### src/rtl/edge_detect_array_if.sv
// edge_detect_array_if: channel bus between the edge detector and its user
// master: drives data_in, rise_en, fall_en, clr; receives level_out, pulse_out, evt_flag, irq
// slave:  the detector side of the same signals
interface edge_detect_array_if #(
  parameter int WIDTH = 8
);
  logic [WIDTH-1:0] data_in;
  logic [WIDTH-1:0] rise_en;
  logic [WIDTH-1:0] fall_en;
  logic [WIDTH-1:0] clr;
  logic [WIDTH-1:0] level_out;
  logic [WIDTH-1:0] pulse_out;
  logic [WIDTH-1:0] evt_flag;
  logic             irq;
  modport master (
    output data_in, rise_en, fall_en, clr,
    input  level_out, pulse_out, evt_flag, irq
  );
  modport slave (
    input  data_in, rise_en, fall_en, clr,
    output level_out, pulse_out, evt_flag, irq
  );
endinterface

### src/rtl/edge_detect_array.sv
// edge_detect_array: per-channel synchroniser, glitch filter, edge pulse, sticky flag and shared irq
// clk, rst (async, active-high) plain ports; bus.slave carries data_in/rise_en/fall_en/clr in
// and level_out/pulse_out/evt_flag/irq out
module edge_detect_array #(
  parameter int WIDTH       = 8,
  parameter int SYNC_STAGES = 2,
  parameter int FILTER_LEN  = 1
) (
  input logic                clk,
  input logic                rst,
  edge_detect_array_if.slave bus
);
  localparam int CW = (FILTER_LEN > 1) ? $clog2(FILTER_LEN) : 1;
  logic [WIDTH-1:0]         s;
  logic [WIDTH-1:0]         filt_q, filt_d;
  logic [WIDTH-1:0][CW-1:0] cnt_q, cnt_d;
  logic [WIDTH-1:0]         pulse_q, pulse_d;
  logic [WIDTH-1:0]         evt_q, evt_d;
  logic [WIDTH-1:0]         acc;
  if (SYNC_STAGES == 0) begin : g_nosync
    assign s = bus.data_in;
  end else begin : g_sync
    logic [SYNC_STAGES-1:0][WIDTH-1:0] sync_q, sync_d;
    always_comb begin
      sync_d[0] = bus.data_in;
      for (int j = 1; j < SYNC_STAGES; j++) sync_d[j] = sync_q[j-1];
    end
    always_ff @(posedge clk or posedge rst) begin
      if (rst) sync_q <= '0;
      else     sync_q <= sync_d;
    end
    assign s = sync_q[SYNC_STAGES-1];
  end
  // A channel accepts once its synchronised value has differed from the
  // accepted level for FILTER_LEN consecutive cycles; any match restarts the count.
  always_comb begin
    acc     = '0;
    filt_d  = filt_q;
    cnt_d   = cnt_q;
    pulse_d = '0;
    for (int i = 0; i < WIDTH; i++) begin
      acc[i]     = (s[i] != filt_q[i]) && (cnt_q[i] == CW'(FILTER_LEN - 1));
      filt_d[i]  = acc[i] ? s[i] : filt_q[i];
      cnt_d[i]   = (s[i] == filt_q[i] || acc[i]) ? '0 : cnt_q[i] + CW'(1);
      pulse_d[i] = acc[i] & (s[i] ? bus.rise_en[i] : bus.fall_en[i]);
    end
    // set has priority over a simultaneous clear
    evt_d = pulse_d | (evt_q & ~bus.clr);
  end
  always_ff @(posedge clk or posedge rst) begin
    if (rst) begin
      filt_q  <= '0;
      cnt_q   <= '0;
      pulse_q <= '0;
      evt_q   <= '0;
    end else begin
      filt_q  <= filt_d;
      cnt_q   <= cnt_d;
      pulse_q <= pulse_d;
      evt_q   <= evt_d;
    end
  end
  assign bus.level_out = filt_q;
  assign bus.pulse_out = pulse_q;
  assign bus.evt_flag  = evt_q;
  assign bus.irq       = |evt_q;
endmodule
### src/flat_wrapper.sv
// flat-port wrapper written by rule: the top's interface ports become plain ports
module edge_detect_array_flat 
#(
  parameter int WIDTH       = 8,
  parameter int SYNC_STAGES = 2,
  parameter int FILTER_LEN  = 1
)
  (clk, rst, bus_data_in, bus_rise_en, bus_fall_en, bus_clr, bus_level_out, bus_pulse_out, bus_evt_flag, bus_irq);
  edge_detect_array_if #(.WIDTH(WIDTH)) bus_i ();
  input logic clk;
  input logic rst;
  input wire logic [$bits(bus_i.data_in)-1:0] bus_data_in;
  input wire logic [$bits(bus_i.rise_en)-1:0] bus_rise_en;
  input wire logic [$bits(bus_i.fall_en)-1:0] bus_fall_en;
  input wire logic [$bits(bus_i.clr)-1:0] bus_clr;
  output wire logic [$bits(bus_i.level_out)-1:0] bus_level_out;
  output wire logic [$bits(bus_i.pulse_out)-1:0] bus_pulse_out;
  output wire logic [$bits(bus_i.evt_flag)-1:0] bus_evt_flag;
  output wire logic [$bits(bus_i.irq)-1:0] bus_irq;
  assign bus_i.data_in = bus_data_in;
  assign bus_i.rise_en = bus_rise_en;
  assign bus_i.fall_en = bus_fall_en;
  assign bus_i.clr = bus_clr;
  assign bus_level_out = bus_i.level_out;
  assign bus_pulse_out = bus_i.pulse_out;
  assign bus_evt_flag = bus_i.evt_flag;
  assign bus_irq = bus_i.irq;
  edge_detect_array #(.WIDTH(WIDTH), .SYNC_STAGES(SYNC_STAGES), .FILTER_LEN(FILTER_LEN)) u_core (.clk(clk), .rst(rst), .bus(bus_i));
endmodule
### config.mk
export PLATFORM = sky130hd
export DESIGN_NAME = edge_detect_array_flat
export DESIGN_NICKNAME = d
export VERILOG_FILES = /design/src/rtl/edge_detect_array_if.sv /design/src/rtl/edge_detect_array.sv /design/src/flat_wrapper.sv
export SDC_FILE = /design/constraint.sdc
export NUM_CORES = 1
export LEC_CHECK = 0
export ABC_AREA = 1
export CORE_MARGIN = 5
export CORE_UTILIZATION = 36
export DETAILED_ROUTE_END_ITERATION = 7
export PLACE_DENSITY = 0.67
export SLEW_MARGIN = 30
export SYNTH_ARGS = -nofsm -noshare
export SYNTH_HDL_FRONTEND = slang
export SYNTH_SLANG_ARGS = --single-unit
### constraint.sdc
create_clock -name clk -period 1.3 [get_ports clk]
set_input_delay 0.195 -clock clk [delete_from_list [all_inputs] [get_ports clk]]
set_output_delay 0.195 -clock clk [all_outputs]
set_load 0.02 [all_outputs]
## Word level (Yosys, flattened, before mapping)

Index checks and enable logic that the tools add are counted.

- Register bits after elaboration: 48
- Latch bits: 0
- RAM bits: 0
- Bits in read-only memories: 0
- Bits of input ports: 34
- Output and inout bits: 25
- Word-level logic and storage cells: 96
- Memories kept: 0

- $add $sub $neg: 8
- Multiply operators: 0
- Divide/modulo/power cells: 0
- Magnitude comparators: 0
- Eq/ne operators: 16
- Shift operators: 0
- Mux-type cells: 16
- Bitwise logic cells: 19
- Reduce and logical (&&, ||, !) cells: 17

Operators with widths:

| operator | count |
|---|---|
| $mux 1 | 16 |
| $add 1x1->1 const B | 8 |
| $and 1x1->1 | 8 |
| $and 8x8->8 | 1 |
| $eq 1x1->1 | 8 |
| $logic_and 1x1->1 | 8 |
| $logic_or 1x1->1 | 8 |
| $ne 1x1->1 | 8 |
| $not 1->1 | 8 |
| $not 8->8 | 1 |
| $or 8x8->8 | 1 |
| $reduce_or 8->1 | 1 |

## Longest topological paths before layout

- Depth after elaboration: 4
- Depth in mapped cells: 4
- Depth with buffers taken out: 4

## Worst setup path after synthesis

No wires, ideal clock.

- Path type: register to output
- Start point: reg u_core.evt_q[4], in the netlist u_core.bus.evt_flag[4]
- End point: out bus_irq
- Arrival: 0.802 ns
- Data required time: 1.105 ns
- Setup slack: 0.303 ns
- Stages on the path, launching flop included: 3
- Path buffers: 0
- Cell sequence: dfrtp_1 nor2_1 nand4_1

- Longest elaborated chain between the ends: 1

Ends and longest elaborated chain:

| element | line | RTL |
|---|---|---|
| start, declared | edge_detect_array.sv:18 | `logic [WIDTH-1:0] evt_q, evt_d;` |
| start signal, assigned | edge_detect_array.sv:60 | `evt_q <= evt_d;` |
| $reduce_or 8->1 | edge_detect_array.sv:66 | `assign bus.irq = \|evt_q;` |
| end, declared | flat_wrapper.sv:19 | `output wire logic [$bits(bus_i.irq)-1:0] bus_irq;` |

No other way between the ends.

## Worst setup path in the final report

Ends and elaborated chain as after synthesis.

==> impl_results.md <==
- Avg Synthesized Cell Area: 10.11 µm²
- Detailed-route via count: 1221
- Yosys Warn Count: 0
- Die width: 78.47 µm
- Worst r2r path cells: 5
- Total core area: 4629 µm²
- HP Class: input pin to async pin
- Reg area: approximately 1200 µm²
- NumNets Final: around 280
- Met2 wire len: 1629 µm
- Status: finished, final reports clean
- Clk sinks: 48
- Arr. time, crit path: 1.07 ns
- CP required: 1.11 ns
- IO Port Bufs: 58
- Leakage power: ~1.4 nW
- WHS: between 0.2 and 0.25 ns
- Met3 WL post-DR: 211 µm
- Post-synth top area share: 71.16%
- DR WL/cell: 10.58 µm
- Area taken by multi-input logic gates: roughly 390 µm²
- Largest net degree at the start of global routing: 22
- Clock Tree Root: clkbuf_8
- Drt pass-1 iters: 4
- Worst-path maximum fanout: 2
- Main area contributors after synthesis: dfrtp_1 71%, nand2_1 11%, inv_1 7.3%, nor2_1 2.9%, nor2_2 2.6%
- Clock H-tree levels: 2
- Max Root-Sink Buffers: 2
- CP endpoint kind: primary output
- DIE AREA: ~6200 µm²
- Final Hold Viols: 0
- Gpl congestion: 0.7331
- Yosys top cell by area: dfrtp_1
- Crit share post-route: between 90% and 100%
- Number of library cell types mapped by synthesis: 9
- Design area: 2505 µm²
- Area growth from synthesis to layout: 48.41%
- Total grt overflow: 0
- Ant diodes: 0
- Vias in the first global route: roughly 1200
- First-pass GRT wire length: 5457 µm
- Skew final: 0.008297 ns
- Pre-CTS setup slack: -0.05047 ns
- CP Class: flop to primary output
- Register area share after synthesis: between 70 and 80%
- WL final: approximately 3200 µm
- Clk slew on worst S/H paths: ~0.08 ns
- Worst skew pair latency: 0.29 ns
- Vias per inst: 4.030
- Min Tclk post-route: between 1 and 1.5 ns
- Starting DRT DRC Count: 40
- Mapped Area: about 1700 µm²
- # setup viols final: 0
- CTS buffer count: 5
- Post-Syn Instances: 167
- Synthesis-stage register bit count: 48
- Max VDD drop: 0.0006374 V
- Initial antenna violation count: 0
- Max-slew violations: 0
- Remaining antenna violation count after routing: 0
- Die height: 78.47 µm
- Worst reg2reg endpoint: u_core.bus.evt_flag[6]$_DFF_PP0_
- Unrepaired setup endpoints after global routing: true
- TritonCTS clock tree: built
- Post-route DRC violation count: 0
- Max Cap Violations: 0
- Critical path launch point type: flop
- # fillers: 428
- Area post-placement: around 2500 µm²
- IO Pins: 59
- Hpwl dp: 2524 µm
- WL met1: 1303 µm
- Setup WS post-layout: 0.03306 ns
- Hold_buf cts: 0
- Dpl cells: 295
- Row cnt: 25
- Worst R2R Setup Slack: 0.44 ns
- Initial Util: 36.46%
- Gr usage total: between 10% and 20%
- Reg-to-Reg Start: u_core.bus.level_out[6]$_DFFE_PP0P_
- Layout cells sized above 1: 12.85%
- Total power per unit cell area: 1206 nW/µm²
- Highest metal used: met4
- F_max: 789.3 MHz
- Fin cells: 303
==> cells in the mapped netlist <==
library cell  count
a21oi_1           8
nor2_1           13
nand4_1           1
nor2_2            7
inv_1            33
conb_1            1
nand2_1          48
nand3_1           8
dfrtp_1          48
==> per-stage QoR <==
stage	util (%)	power, mW	setup TNS, ns
5_1_grt	54.11	3.169	-0.06226
2_1_floorplan	-	1.898	0
3_3_place_gp	53.11	2.221	-0.04398
6_report	54.11	3.020	0
3_5_place_dp	53.11	2.230	-0.05047
4_1_cts	54.57	3.076	-0.0001833
==> power by group <==
group          total (mW)  switching [mW]  internal, mW  leakage (nW)
sequential           1.66          0.0629          1.59         0.581
clock               0.880           0.446         0.434        0.0455
combinational       0.485           0.243         0.242         0.775
==> logic make-up (layout without fill, tap and decap cells) <==
logic type             count (synthesis)  count (layout)  synth area share, %
buffers and inverters                 33             108                7.339
DFF                                   48              48                71.16
AOI/OAI and AO/OA                      8               8                2.372
and+or+nand+nor                       77              77                18.90
other                                  1               8               0.2222
==> cell usage in the layout (no fill, tap or decap), types with 6 or more instances in the layout <==
master | synthesis | final
nor2_2 | 7 | 9
a21oi_1 | 8 | 8
nor2_1 | 13 | 11
nand2_1 | 48 | 48
dlygate4sd2_1 | 0 | 18
buf_4 | 0 | 8
dfrtp_1 | 48 | 48
conb_1 | 1 | 8
inv_1 | 33 | 32
clkbuf_8 | 0 | 6
clkdlybuf4s50_1 | 0 | 33
nand3_1 | 8 | 8
==> critical path, cell delays in order, from the launching register on <==
cell     delay [ns]
dfrtp_1        0.38
nor2_1         0.12
nand4_1        0.11
buf_4          0.17
==> cell type report <==
class | instances | share of cell area [%]
Clock buffer | 8 | 3.596
Inverter | 33 | 5.095
Multi-Input combinational cell | 93 | 15.73
Sequential cell | 48 | 47.95
Tap cell | 54 | 2.697
Timing Repair Buffer | 67 | 24.93
==> timing repair <==
action	in CTS	in global routing
gates cloned	0	0
pin swaps	0	0
endpoints found under the setup margin	25	5
setup buffers	0	0
gates resized for setup	38	8
==> sequential cells by signal, summed over array words and instances, names as in the netlist <==
name	flops
u_core.bus.pulse_out	8
u_core.s	8
u_core.bus.level_out	8
u_core.cnt_q	8
u_core.bus.evt_flag	8
u_core.g_sync.sync_d	8
==> routing by layer <==
layer | GRT usage, % | up-vias
li1 | - | 644
met1 | 13.16 | 540
met4 | 6.993 | 0
met3 | 3.670 | 7
met5 | 0 | -
met2 | 19.09 | 30
==> worst max-delay path by stage <==
stage	slack, ns	endpoint	from
after floorplan	0.30	bus_irq	u_core.bus.evt_flag[4]$_DFF_PP0_
after global placement	-0.04	bus_irq	u_core.bus.evt_flag[2]$_DFF_PP0_
after detailed placement	-0.05	bus_irq	u_core.bus.evt_flag[2]$_DFF_PP0_
after CTS	-0.0002	bus_irq	u_core.bus.evt_flag[2]$_DFF_PP0_
after global routing	-0.06	bus_irq	u_core.bus.evt_flag[2]$_DFF_PP0_
final	0.03	bus_irq	u_core.bus.evt_flag[4]$_DFF_PP0_
No activity file was read; power rests on OpenSTA's default activity.
